### src/rtl/pc_stall_unit_if.sv
// rtl/pc_stall_unit_if.sv - decode/fetch handshake bundle between the core and the PC unit
interface pc_stall_unit_if #(
    parameter int PC_W = 8
);
    // decode-stage request side
    logic            mem_read;
    logic            hold;
    logic            branch_taken;
    logic [31:0]     branch_offset;
    logic            jump;
    logic [PC_W-1:0] jump_target;

    // fetch side
    logic [PC_W-1:0] pc;
    logic            stall;
    logic            flush;

    // core / pipeline control drives requests and observes the fetch address
    modport master (
        output mem_read,
        output hold,
        output branch_taken,
        output branch_offset,
        output jump,
        output jump_target,
        input  pc,
        input  stall,
        input  flush
    );

    // PC unit consumes requests and produces the fetch address
    modport slave (
        input  mem_read,
        input  hold,
        input  branch_taken,
        input  branch_offset,
        input  jump,
        input  jump_target,
        output pc,
        output stall,
        output flush
    );
endinterface

### src/rtl/pc_stall_unit.sv
// rtl/pc_stall_unit.sv - program counter with load-use hold, branch/jump redirect and external freeze
module pc_stall_unit #(
    parameter int              PC_W        = 8,
    parameter int              INSTR_BYTES = 4,
    parameter int              LOAD_STALL  = 1,
    parameter logic [PC_W-1:0] RESET_PC    = '0
) (
    input  logic              clk,
    input  logic              rst_n,
    pc_stall_unit_if.slave    bus
);

    localparam logic [0:0] S_RUN    = 1'b0;
    localparam logic [0:0] S_LSTALL = 1'b1;

    localparam logic [PC_W-1:0] PC_INC        = PC_W'(INSTR_BYTES);
    localparam bit              LOAD_STALL_EN = (LOAD_STALL > 0);
    // The edge that accepts the load already holds the PC, so the counter
    // only has to cover the remaining LOAD_STALL-1 hold edges.
    localparam logic [3:0]      CNT_INIT      = LOAD_STALL_EN ? 4'(LOAD_STALL - 1) : 4'd0;

    logic [0:0]      state_q;
    logic [0:0]      state_nxt;
    logic [3:0]      cnt_q;
    logic [3:0]      cnt_nxt;
    logic [PC_W-1:0] pc_q;
    logic [PC_W-1:0] pc_nxt;

    logic [PC_W+33:0] offset_ext;
    logic [PC_W-1:0]  pc_seq;
    logic [PC_W-1:0]  pc_branch;
    logic [PC_W-1:0]  pc_jump;
    logic             redirect;

    // Word offset scaled to bytes and sign-extended past PC_W so any PC width
    // takes its low bits with correct two's-complement wrap.
    assign offset_ext = {{PC_W{bus.branch_offset[31]}}, bus.branch_offset, 2'b00};
    assign pc_seq     = pc_q + PC_INC;
    assign pc_branch  = pc_seq + offset_ext[PC_W-1:0];
    // Jump targets are forced onto a word boundary.
    assign pc_jump    = {bus.jump_target[PC_W-1:2], 2'b00};

    // A redirect only counts when the unit is not frozen.
    assign redirect = !bus.hold && (bus.jump || bus.branch_taken);

    logic unused_bits;
    assign unused_bits = ^{offset_ext[PC_W+33:PC_W], bus.jump_target[1:0]};

    // Next-state selection: hold > jump > branch > load stall > sequential.
    always_comb begin
        state_nxt = state_q;
        cnt_nxt   = cnt_q;
        pc_nxt    = pc_q;
        if (bus.hold) begin
            state_nxt = state_q;
        end else if (bus.jump) begin
            pc_nxt    = pc_jump;
            state_nxt = S_RUN;
            cnt_nxt   = 4'd0;
        end else if (bus.branch_taken) begin
            pc_nxt    = pc_branch;
            state_nxt = S_RUN;
            cnt_nxt   = 4'd0;
        end else if (state_q == S_LSTALL) begin
            // mem_read is deliberately ignored here so the stalled load
            // cannot re-arm the hold.
            if (cnt_q == 4'd0) begin
                pc_nxt    = pc_seq;
                state_nxt = S_RUN;
            end else begin
                cnt_nxt = cnt_q - 4'd1;
            end
        end else if (LOAD_STALL_EN && bus.mem_read) begin
            state_nxt = S_LSTALL;
            cnt_nxt   = CNT_INIT;
        end else begin
            pc_nxt = pc_seq;
        end
    end

    // PC, state and hold counter registers with asynchronous reset.
    always_ff @(posedge clk or negedge rst_n) begin
        if (!rst_n) begin
            pc_q    <= RESET_PC;
            state_q <= S_RUN;
            cnt_q   <= 4'd0;
        end else begin
            pc_q    <= pc_nxt;
            state_q <= state_nxt;
            cnt_q   <= cnt_nxt;
        end
    end

    assign bus.pc    = pc_q;
    assign bus.stall = (state_q == S_LSTALL);
    // Flush is suppressed while reset is asserted so nothing downstream is
    // killed by a redirect request that will never be taken.
    assign bus.flush = rst_n && redirect;

endmodule
### src/flat_wrapper.sv
// flat-port wrapper written by rule: the top's interface ports become plain ports
module pc_stall_unit_flat 
#(
    parameter int              PC_W        = 8,
    parameter int              INSTR_BYTES = 4,
    parameter int              LOAD_STALL  = 1,
    parameter logic [PC_W-1:0] RESET_PC    = '0
)
  (clk, rst_n, bus_mem_read, bus_hold, bus_branch_taken, bus_branch_offset, bus_jump, bus_jump_target, bus_pc, bus_stall, bus_flush);
  pc_stall_unit_if #(.PC_W(PC_W)) bus_i ();
  input  logic clk;
  input  logic rst_n;
  input wire logic [$bits(bus_i.mem_read)-1:0] bus_mem_read;
  input wire logic [$bits(bus_i.hold)-1:0] bus_hold;
  input wire logic [$bits(bus_i.branch_taken)-1:0] bus_branch_taken;
  input wire logic [$bits(bus_i.branch_offset)-1:0] bus_branch_offset;
  input wire logic [$bits(bus_i.jump)-1:0] bus_jump;
  input wire logic [$bits(bus_i.jump_target)-1:0] bus_jump_target;
  output wire logic [$bits(bus_i.pc)-1:0] bus_pc;
  output wire logic [$bits(bus_i.stall)-1:0] bus_stall;
  output wire logic [$bits(bus_i.flush)-1:0] bus_flush;
  assign bus_i.mem_read = bus_mem_read;
  assign bus_i.hold = bus_hold;
  assign bus_i.branch_taken = bus_branch_taken;
  assign bus_i.branch_offset = bus_branch_offset;
  assign bus_i.jump = bus_jump;
  assign bus_i.jump_target = bus_jump_target;
  assign bus_pc = bus_i.pc;
  assign bus_stall = bus_i.stall;
  assign bus_flush = bus_i.flush;
  pc_stall_unit #(.PC_W(PC_W), .INSTR_BYTES(INSTR_BYTES), .LOAD_STALL(LOAD_STALL), .RESET_PC(RESET_PC)) u_core (.clk(clk), .rst_n(rst_n), .bus(bus_i));
endmodule
### config.mk
export PLATFORM = sky130hd
export DESIGN_NAME = pc_stall_unit_flat
export DESIGN_NICKNAME = d
export VERILOG_FILES = /design/src/rtl/pc_stall_unit_if.sv /design/src/rtl/pc_stall_unit.sv /design/src/flat_wrapper.sv
export SDC_FILE = /design/constraint.sdc
export NUM_CORES = 1
export LEC_CHECK = 0
export CORE_UTILIZATION = 40
export DETAILED_ROUTE_END_ITERATION = 10
export DONT_BUFFER_PORTS = 1
export PLACE_DENSITY_LB_ADDON = 0.05
export SETUP_SLACK_MARGIN = 0.1
export SYNTH_ARGS = -nofsm -noshare
export SYNTH_HDL_FRONTEND = slang
export SYNTH_SLANG_ARGS = --single-unit
export TNS_END_PERCENT = 20
### constraint.sdc
create_clock -name clk -period 4.3 [get_ports clk]
set_input_delay 0.86 -clock clk [delete_from_list [all_inputs] [get_ports clk]]
set_output_delay 0.86 -clock clk [all_outputs]
set_load 0.02 [all_outputs]
==> out/metrics.yaml, run 1 <==
drc: 0
finalSetupTns_ps: 0
power_density_nw_per_um2: 450
dp_hpwl_mm: 1.55
drtPass1Iterations: 4
synthesis.area_um2: 932
clk_path_buf_depth: 2
routed_wl_mm: 1.93
io_buffers: 0
cp-start-kind: "register"
finalNetCount: 166
vias_per_cell: 5.55
max_freq_mhz: 372
max_stage_delay_ps: 580
ys_seq_area_share_pct: 29.5
async_flop_share_pct: 100
area_growth_pct: 4.70
final_cells: 137
tightest_slew_ps: 680
layout_common_cells: "dfrtp_1, nand2_1, ha_1, o21ai_1"
cts_sinks: 11
fin_ws_ps: 1610
cp.required_ps: 4500
cp.arrival_ps: 2890
crit_chain: "ha_1 > nand3_1 > xnor2_1 > ha_1 > nand2_1 > or4_1 > nand4_1 > xor2_1 > or4_1 > nand3_1"
postCtsHoldBufs: 0
diodes: 0
grt_pass1_vias: 762
wl_per_cell_um: 14.1
die-area_um2: 2530
final_antenna_net_count: 0
crit_type: "reg2reg"
layout-drive-gt1-share_pct: 6.42
rows: 17
max-slew-margin-rel_pct: 54.6
overflow: 0
yosys_warnings: 0
cts_buffers: 3
setup_viol: 0
place_congestion: 0.730
synth_edf_count: 0
final_common_cell: "dfrtp_1"
pre_cts_slack_ps: 1640
die-height_um: 50.3
hold_viol: 0
vdd_ir_drop_max_v: 0.000301
tritoncts: "built"
core_area_um2: 2210
grt_max_degree: 17
pin_count: 56
status: "finished, final reports clean"
dp_cells: 133
grt_pass1_wl_mm: 3.35
crit_path_max_fanout: 7
synth-main-ff-cell: "dfrtp_1"
drt-initial-drc-count: 13
p_leak_nw: 0.429
cts_htree_levels: 1
clkTransAtPathRegs_ps: 70
synth_seq_cells: 11
syn_inst: 108
antenna_found_initial: 0
clock_latency_ps: 260
multi_input_area_um2: 613
layout_min_cycle_time_ps: 2690
cts_setup_buffers: 0
drv_cap: 0
hold_class: "in2async"
fillCellCount: 226
syn_area_per_cell_um2: 8.63
initial_core_util_pct: 42.1
track_usage_pct: 17.9
synth_cell_types: 35
fp.dieW_um: 50.3
clock_tree.root_cell: "clkbuf_4"
finalMaxSlewViolations: 0
num_vias: 761
rsz0062_at_grt: "false"
ctsResizeCount: 0
regArea_um2: 275
fin_skew_ps: 5.13
end_kind: "register"
post-route-period-util_pct: 62.5
crit_slowest_cell: "dfrtp_1"
==> per-layer routing <==
layer	wire length, um	GRT usage [%]	vias to the layer above
met4	8	2.86	0
met1	979	24.3	341
met2	813	26.0	25
li1	-	-	393
met3	133	8.18	2
met5	0	0	-
==> sequential cells by signal, summed over array words and instances (netlist names) <==
register,count
u_core.bus.pc,6
u_core.cnt_q,4
u_core.bus.stall,1
==> critical path: cells and delay by family, from the launching register on <==
family,cells,cell delay [ps]
xor gates and xnor gates,2,260
DFF,1,580
and+or+nand+nor,6,1150
adders and majority gates,2,630
==> cells in the mapped netlist, drive strengths merged, types with 3 or more instances <==
master | n | area (um2)
nand2 | 10 | 37.5
xnor2 | 3 | 26.3
ha | 9 | 113
a21o | 3 | 23.8
a21oi | 7 | 35.0
xor2 | 4 | 35.0
inv | 5 | 18.8
o21ai | 11 | 55.1
nor2 | 7 | 26.3
nand3 | 4 | 20.0
buf | 4 | 25.0
dfrtp | 11 | 275
a211oi | 5 | 42.5
==> per-stage QoR <==
stage / hold WS, ps / util, % / power [mW] / area, um2
after floorplan: 446 / - / 0.336 / 936
after global placement: 489 / 42.9 / 0.368 / 950
after detailed placement: 485 / 42.9 / 0.373 / 950
after CTS: 272 / 44.1 / 0.445 / 976
after global routing: 254 / 44.1 / 0.485 / 976
final: 283 / 44.1 / 0.440 / 976
==> final cells by class <==
type / instances / share of cell area, %
flip-flops and latches: 11 / 28.2
inverters: 5 / 1.92
multi-input cells: 88 / 62.8
repair buffers: 1 / 0.769
well taps: 28 / 3.59
clock buffers: 4 / 2.69
==> worst paths after layout <==
kind	depth (start not counted)	endpoint	from	slack [ps]
min	0	u_core.bus.pc[7]	rst_n	280
min reg2reg	1	u_core.cnt_q[2]	u_core.cnt_q[2]	500
max reg2reg	10	u_core.bus.pc[7]	u_core.bus.pc[2]	1610
max in group asynchronous	0	u_core.bus.pc[5]	rst_n	3940
max	10	u_core.bus.pc[7]	u_core.bus.pc[2]	1610
min in group clk	1	u_core.cnt_q[2]	u_core.cnt_q[2]	500
==> cells by family after synthesis <==
group / Yosys count / synth area share [%]
compound gates: 31 / 20.5
xor+xnor: 7 / 6.58
fa+ha+maj: 10 / 14.2
buf+inv: 10 / 5.10
flops: 11 / 29.5
mux: 3 / 3.36
other cells: 1 / 0.402
simple gates: 35 / 20.3
==> report_power, final <==
group	internal, mW	switching, mW
Sequential	0.122	0.0485
Clock	0.0358	0.0333
Combinational	0.0942	0.105
(Power assumes the default switching activity.)
==> run 2: changes to the inputs <==
Clock period 4.3 ns to 2.2 ns, I/O delays scaled along.
==> run 2 against run 1 <==
  * The flow now finishes with violations (negative setup slack)
  * Flip-flop and latch count unchanged
  * Setup slack lost 1700 ps
  * Combinational power rose to 3.2 times the previous value
  * Highest routed layer is now met3
==> out/metrics.yaml, run 2 (synthesis results as in run 1) <==
pin_count: 56  # unchanged
drt-initial-drc-count: 5  # -8
cts_htree_levels: 1  # unchanged
drtPass1Iterations: 4  # unchanged
largest_reg_flops: 6  # unchanged
cts_sinks: 11  # unchanged
crit_end: "u_core.bus.pc[7]"
num_vias: 842  # +11%
clock_latency_ps: 260  # about the same
post_dp_cell_area_um2: 1080  # +14%
cts_buffers: 3  # unchanged
io_buffers: 0  # unchanged
finalSetupTns_ps: -111  # -111 ps
r2r-start: "u_core.bus.pc[2]"
overflow: 0  # unchanged
wl_per_cell_um: 13.7  # -2.7%
max_stage_delay_ps: 460  # -120 ps
clock_tree.root_cell: "clkbuf_4"
crit_path_max_fanout: 4  # -3
routed_wl_mm: 2.14  # +11%
crit_type: "reg2reg"
layout_min_cycle_time_ps: 2310  # -375 ps
max-slew-margin-rel_pct: 65.0  # +10 points
startpoint: "u_core.bus.pc[2]"
rsz0062_at_grt: "true"
diodes: 0  # unchanged
layout_common_cells: "buf_4, nand2_1, dfrtp_1, nor2_1, o21ai_1"
rrSetupSlack_ps: -110  # -1730 ps
grt_max_degree: 17  # unchanged
power_density_nw_per_um2: 908  # +100%
violations: "negative setup slack"
rows: 17  # unchanged
clk_path_buf_depth: 2  # unchanged
finalMaxSlewViolations: 0  # unchanged
r2r_cells: 9  # -1
initial_core_util_pct: 42.1  # unchanged
crit_slowest_cell: "or4_1"
r2r_end: "u_core.bus.pc[7]"
cp-start-kind: "register"
area_growth_pct: 27.4
finalNetCount: 185  # +11%
hold_viol: 0  # unchanged
crit_chain: "ha_4 > xor2_2 > ha_4 > o21ai_2 > or4_1 > nand4_1 > xor2_1 > or4_1 > nand3_1"
setup_viol: 1  # +1
clkTransAtPathRegs_ps: 70  # about the same
vias_per_cell: 5.40  # -2.8%
fin_skew_ps: 1.65  # -3.48 ps
die-area_um2: 2530  # unchanged
final_antenna_net_count: 0  # unchanged
p_leak_nw: 0.524  # +22%
final_common_cell: "buf_4"
end_kind: "register"
status: "complete, but fails checks"
place_congestion: 0.788  # +7.9%
drv_cap: 0  # unchanged
core_area_um2: 2210  # unchanged
grt_pass1_vias: 806  # +5.8%
dp_hpwl_mm: 1.73  # +12%
final_cell_area_um2: 1190  # +22%
grt_pass1_wl_mm: 3.49  # +4.1%
track_usage_pct: 18.5  # +0.57 points
fp.dieW_um: 50.3  # unchanged
vdd_ir_drop_max_v: 0.000511  # +70%
max_freq_mhz: 433  # +16%
die-height_um: 50.3  # unchanged
drc: 0  # unchanged
cp.arrival_ps: 2510  # -380 ps
antenna_found_initial: 0  # unchanged
tightest_slew_ps: 521  # -159 ps
fin_ws_ps: -111  # -1730 ps
cp.required_ps: 2400  # -2100 ps
tritoncts: "built"
post-route-period-util_pct: 105  # +43 points
hold_class: "in2reg"
layout-drive-gt1-share_pct: 29.7  # +23 points
## run 2: final cells by class
cell class | count | area [um2]
timing repair buffer | 20 | 153
sequential | 11 | 279
fill | 227 | 1020
multi-input combinational | 88 | 676
inverter | 5 | 18.8
tap | 28 | 35.0
clock buffer | 4 | 26.3
## run 2: worst min-delay path by stage
stage	from	cells past startpoint	end	slack (ps)
final	bus_jump	2	u_core.bus.pc[7]	340
after global routing	bus_jump	2	u_core.bus.pc[7]	330
after CTS	bus_jump	2	u_core.bus.pc[7]	330
after detailed placement	rst_n	0	u_core.bus.pc[7]	140
after global placement	rst_n	0	u_core.bus.pc[7]	140
after floorplan	rst_n	0	u_core.bus.pc[2]	140
## run 2: repair_timing
item,CTS,global route
gates resized for setup,5,5
endpoints found under the hold margin,11,0
setup buffers,0,2
setup endpoints to repair,2,3
pin swaps,3,4
hold buffers,1,0
## run 2: through the flow
stage / std cells / setup WS, ps / power [mW] / util (%) / hold WS [ps]
global route: 156 / -226 / 1.18 / 53.7 / 329
detailed placement: 149 / -161 / 0.875 / 49.0 / 145
finish: 156 / -111 / 1.08 / 53.7 / 338
CTS: 154 / -172 / 1.05 / 51.6 / 330
floorplan: 109 / -154 / 0.672 / - / 144
global placement: 149 / -134 / 0.862 / 49.0 / 145
## run 2: worst max-delay path, delay by kind of cell (launching register included)
kind            cells  cell delay (ps)
compound gates      1               60
simple gates        4             1040
flops               1              440
xor+xnor            2              240
fa+ha+maj           2              460
## run 2: routing by layer
layer | GRT usage (%) | wire [um] | up-vias
li1 | - | - | 428
met1 | 23.2 | 1060 | 390
met2 | 29.8 | 945 | 24
met3 | 7.58 | 135 | 0
met4 | 2.86 | 0 | 0
met5 | 0 | 0 | -
## run 2: where the power goes
part	internal [mW]	switching, mW
logic	0.337	0.301
registers	0.243	0.0608
clock network	0.0701	0.0663
total	0.650	0.428
